### src/rtl/instr_fetch.sv
// instr_fetch: issues PC reads to instruction memory and buffers in-order responses for decode.
module instr_fetch #(
    parameter int DEPTH = 2,
    parameter int XLEN  = 32
) (
    input  logic            clk,
    input  logic            rst,
    input  logic [XLEN-1:0] pc_i,
    input  logic            pc_valid_i,
    output logic            pc_ready_o,
    input  logic            flush_i,
    output logic            imem_req_valid_o,
    input  logic            imem_req_ready_i,
    output logic [XLEN-1:0] imem_req_addr_o,
    input  logic            imem_rsp_valid_i,
    input  logic [XLEN-1:0] imem_rsp_data_i,
    input  logic            imem_rsp_err_i,
    output logic            instr_valid_o,
    input  logic            instr_ready_i,
    output logic [XLEN-1:0] instr_o,
    output logic [XLEN-1:0] instr_pc_o,
    output logic            instr_fault_o
);
    localparam int AW = $clog2(DEPTH);
    localparam int CW = AW + 1;
    localparam logic [XLEN-1:0] NOP = XLEN'(32'h0000_0013);

    logic [XLEN-1:0] pq_mem [DEPTH];
    logic [AW-1:0]   pq_wr, pq_rd;
    logic [CW-1:0]   pq_cnt;
    logic [XLEN-1:0] of_instr [DEPTH];
    logic [XLEN-1:0] of_pc [DEPTH];
    logic [DEPTH-1:0] of_fault;
    logic [AW-1:0]   of_wr, of_rd;
    logic [CW-1:0]   of_cnt, drop_cnt;
    logic [CW+1:0]   used;
    logic            credit, issue, rsp_drop, rsp_take, of_pop;

    // Every slot is claimed at issue, so a response always finds room in the out FIFO.
    assign used             = (CW+2)'(pq_cnt) + (CW+2)'(drop_cnt) + (CW+2)'(of_cnt);
    assign credit           = used < (CW+2)'(DEPTH);
    assign imem_req_valid_o = pc_valid_i & credit & ~flush_i;
    assign imem_req_addr_o  = pc_i;
    assign pc_ready_o       = imem_req_ready_i & credit & ~flush_i;
    assign issue            = imem_req_valid_o & imem_req_ready_i;
    assign rsp_drop         = imem_rsp_valid_i & (drop_cnt != '0);
    assign rsp_take         = imem_rsp_valid_i & (drop_cnt == '0) & (pq_cnt != '0);
    assign of_pop           = instr_valid_o & instr_ready_i;
    assign instr_valid_o    = of_cnt != '0;
    assign instr_o          = of_instr[of_rd];
    assign instr_pc_o       = of_pc[of_rd];
    assign instr_fault_o    = of_fault[of_rd];

    // Pending-queue pointers: push on issue, pop when a live response returns.
    always_ff @(posedge clk or negedge rst) begin
        if (!rst) begin
            pq_wr  <= '0;
            pq_rd  <= '0;
            pq_cnt <= '0;
        end else if (flush_i) begin
            pq_wr  <= '0;
            pq_rd  <= '0;
            pq_cnt <= '0;
        end else begin
            if (issue) pq_wr <= pq_wr + 1'b1;
            if (rsp_take) pq_rd <= pq_rd + 1'b1;
            pq_cnt <= pq_cnt + CW'(issue) - CW'(rsp_take);
        end
    end

    // Pending-queue storage holds the PC of each live request.
    always_ff @(posedge clk) begin
        if (issue) pq_mem[pq_wr] <= pc_i;
    end

    // Requests orphaned by a flush are counted so their responses can be discarded.
    always_ff @(posedge clk or negedge rst) begin
        if (!rst) drop_cnt <= '0;
        else if (flush_i) drop_cnt <= drop_cnt + pq_cnt - CW'(imem_rsp_valid_i && (drop_cnt != '0 || pq_cnt != '0));
        else if (rsp_drop) drop_cnt <= drop_cnt - 1'b1;
    end

    // Out-FIFO pointers: push on a live response, pop on the decode handshake.
    always_ff @(posedge clk or negedge rst) begin
        if (!rst) begin
            of_wr  <= '0;
            of_rd  <= '0;
            of_cnt <= '0;
        end else if (flush_i) begin
            of_wr  <= '0;
            of_rd  <= '0;
            of_cnt <= '0;
        end else begin
            if (rsp_take) of_wr <= of_wr + 1'b1;
            if (of_pop) of_rd <= of_rd + 1'b1;
            of_cnt <= of_cnt + CW'(rsp_take) - CW'(of_pop);
        end
    end

    // Out-FIFO storage; a faulted fetch is replaced by a NOP so decode stays harmless.
    always_ff @(posedge clk or negedge rst) begin
        if (!rst) begin
            for (int i = 0; i < DEPTH; i++) begin
                of_instr[i] <= '0;
                of_pc[i]    <= '0;
            end
            of_fault <= '0;
        end else if (rsp_take && !flush_i) begin
            of_instr[of_wr] <= imem_rsp_err_i ? NOP : imem_rsp_data_i;
            of_pc[of_wr]    <= pq_mem[pq_rd];
            of_fault[of_wr] <= imem_rsp_err_i;
        end
    end

    // A response with nothing outstanding means the memory broke the ordering contract.
    rsp_has_owner: assert property (@(posedge clk) disable iff (!rst)
        imem_rsp_valid_i |-> (pq_cnt != '0 || drop_cnt != '0));
endmodule

### config.mk
export PLATFORM = sky130hd
export DESIGN_NAME = instr_fetch
export DESIGN_NICKNAME = d
export VERILOG_FILES = /design/src/rtl/instr_fetch.sv
export SDC_FILE = /design/constraint.sdc
export NUM_CORES = 1
export LEC_CHECK = 0
export CAP_MARGIN = 40
export CORE_MARGIN = 5
export CORE_UTILIZATION = 25
export CTS_CLUSTER_DIAMETER = 80
export DETAILED_ROUTE_END_ITERATION = 10
export DONT_BUFFER_PORTS = 1
export GPL_TIMING_DRIVEN = 0
export PLACE_DENSITY = 0.48
export SLEW_MARGIN = 0
export SYNTH_ARGS = -nofsm -noshare
export SYNTH_HDL_FRONTEND = slang
export SYNTH_SLANG_ARGS = --single-unit
### constraint.sdc
create_clock -name clk -period 3.6 [get_ports clk]
set_input_delay 0.72 -clock clk [delete_from_list [all_inputs] [get_ports clk]]
set_output_delay 0.72 -clock clk [all_outputs]
set_load 0.005 [all_outputs]
==> qor.csv <==
metric;value;unit
outcome;finished with violations;
failing checks;hold timing;
Total Die Area;40900;µm²
hold crit path type;input pin to async pin;
syn_nets;664;
Max stage delay on crit path;0.54;ns
Worst-path clk slew;0.05;ns
dpl cells;1052;
crit path capture type;output pin;
top-area cell type share of the netlist area;37.9;%
# IOs;172;
area of placed instances;9870;µm²
Distinct cells, synth;29;
Vias/cell;4.19;
Post-DRT Antenna Nets;0;
Post-CTS Setup Bufs;0;
skew final;0.0139;ns
synth-to-layout area growth;16.5;%
Post-DP HPWL;14100;µm
Setup violations, final;0;
num rows;70;
synth warn;0;
# DRC;0;
worst path arrival time;2.43;ns
top cells by area, synth;dfrtp_1 (38%), mux2_2 (22%), edfxtp_1 (21%);
crit path cell chain;inv_1 > fa_1 > inv_1 > ha_1 > nor3_1 > and3_1;
Slew Viols, Final;0;
Seq/Total Area, Yosys;58.7;%
Critical-path top delay cell;fa_1;
worst r2r path cells;8;
RSZ-0062 raised after global routing;no;
#FFs+latches synth;204;
grt peak-use layer;met2;
max frequency;318;MHz
Fillers;3623;
# port buffers;0;
vias;4614;
GRT met3 Usage;4.32;%
Leakage;4.89;nW
CTS buffer count;27;
CP most frequent cell;inv_1;
CTS tree;yes;
met1 Usage GRT;13.1;%
initial DRC count;128;
Finished Layout Cells;1102;
share of post-route cells with drive strength above 1;51.9;%
area leader, netlist;dfrtp_1;
initial antenna violation count;0;
die width;202;µm
global-route wire length before repair;32300;µm
H-tree level count;1;
clk root buf;clkbuf_16;
final core occ;29.5;%
Mapped Area;9240;µm²
vias in the first global route;5026;
largest net degree at the start of global routing;141;
design area;10800;µm²
Final Cycle Share;87.4;%
ANT cells;0;
Max-Cap Viols;0;
Post-Synthesis Cells;582;
clk_lat worst skew;0.55;ns
maximum VDD drop;0.000334;V
GR Overflow Total;0;
Avg WL per Cell;19.4;µm
Detailed Route WL;21400;µm
Routability Congestion;0.666;
startpoint types;register;
worst rel slew slack;50.3;%
Resized Gates After CTS;0;
core footprint;36500;µm²
Pwr Density;695;nW/µm²
Final Hold Viols;140;
crit-path max FO;4;
Setup CP Type;register to output pin;
initial core utilization;25.3;%
Worst-Margin Slew;0.746;ns
WP data required;2.88;ns
nets;695;
Tmin final;3.15;ns
Final Hold Slack;-0.134;ns
GR Util All Layers;10.2;%
Sink Count;204;
Mapped Avg Cell Area;15.9;µm²
CTS max path bufs;3;
Die H;202;µm
first drt pass iteration count;4;
grt met2 use;16.0;%
routing by layer:
metal	part of all wire (%)	up-vias	routed length (µm)
li1	-	2096	-
met1	44	2338	9350
met2	45	151	9710
met3	8.8	29	1880
met4	2.3	0	483
met5	0	-	0
area by class of cell:
| class | instances | area (µm²) | share of cell area [%] |
|---|---|---|---|
| Tap cell | 468 | 586 | 5.44 |
| Inverter | 9 | 33.8 | 0.314 |
| Timing Repair Buffer | 2 | 40.0 | 0.372 |
| Multi-Input combinational cell | 308 | 3370 | 31.3 |
| Buffer | 61 | 422 | 3.92 |
| Clock inverter | 8 | 86.3 | 0.802 |
| Clock buffer | 42 | 802 | 7.45 |
| Sequential cell | 204 | 5430 | 50.4 |
path summary, 6_finish.rpt:
path	from	to	slack (ns)
setup / recovery	pq_cnt[1]	imem_req_valid_o	0.45
hold / removal	rst	pq_wr	-0.13
setup reg to reg	pq_cnt[1]	pq_mem[0][5]	0.62
hold reg to reg	of_instr[2]	of_instr[2]	0.50
max in group asynchronous	rst	of_pc[22]	3.43
min in group clk	pc_i[16]	pq_mem[1][16]	0.26
stage by stage:
step | setup slack, ns | setup TNS (ns) | total power, mW
2_1_floorplan | 0.0514 | 0 | 4.46
3_3_place_gp | -1.49 | -57.14 | 4.91
3_5_place_dp | 0.554 | 0 | 4.94
4_1_cts | 0.296 | 0 | 7.68
5_1_grt | 0.264 | 0 | 7.93
6_report | 0.454 | 0 | 7.47
cells in the final DEF, fill, tap and decap left out, types with 2 or more instances in the layout:
cell type	synthesis	layout
mux2_2	178	178
dfrtp_1	140	140
edfxtp_1	64	64
mux2_4	50	50
buf_4	37	37
nor2b_1	32	32
clkbuf_16	0	27
clkbuf_1	11	19
inv_1	9	9
ha_1	9	9
xnor2_1	8	8
buf_2	7	7
clkbuf_8	0	7
nor2_1	7	6
buf_6	6	6
or2_2	4	4
clkinv_2	0	4
xor2_1	3	3
and3_1	3	2
mux2i_1	2	2
buf_12	0	2
critical path, delay by kind of cell, from the launching register on:
kind | cells | cell delay (ns)
flops | 1 | 0.45
fa+ha+maj | 2 | 0.81
simple gates | 2 | 0.46
buf+inv | 2 | 0.16
report_power, final:
| group | leakage (nW) | total, mW | internal, mW | switching [mW] |
|---|---|---|---|---|
| registers | 2.50 | 3.09 | 2.86 | 0.230 |
| logic | 1.95 | 1.75 | 0.990 | 0.760 |
| clock network | 0.436 | 2.63 | 1.60 | 1.03 |
| total | 4.89 | 7.47 | 5.46 | 2.02 |
cells in the mapped netlist:
library cell,count
a21boi_0,1
a21o_1,1
and3_1,3
buf_2,7
buf_4,37
buf_6,6
clkbuf_1,11
dfrtp_1,140
edfxtp_1,64
fa_1,1
ha_1,9
inv_1,9
mux2_2,178
mux2_4,50
mux2i_1,2
nand2_1,1
nand2b_1,1
nand4_1,1
nor2_1,7
nor2b_1,32
nor3_1,1
nor3b_1,1
o211ai_4,1
o21a_1,1
o21ai_0,1
or2_2,4
or3_1,1
xnor2_1,8
xor2_1,3
registers in the layout (all words and copies together), names as in the netlist:
register and flops:
of_instr 64, of_pc 64, pq_mem 64, drop_cnt 2, of_cnt 2, of_fault 2, pq_cnt 2, of_rd 1
of_wr 1, pq_rd 1, pq_wr 1
kinds of logic (layout without fill, tap and decap cells):
group	count (synthesis)	count (layout)	share of synthesized area, %
AOI/OAI and AO/OA	5	5	0.528
buffers and inverters	70	122	4.93
adders and majority gates	10	10	1.44
and+or+nand+nor	52	52	3.30
xor gates and xnor gates	11	11	1.04
muxes	230	230	30.0
DFF	204	204	58.7
No activity file was read; power rests on OpenSTA's default activity.
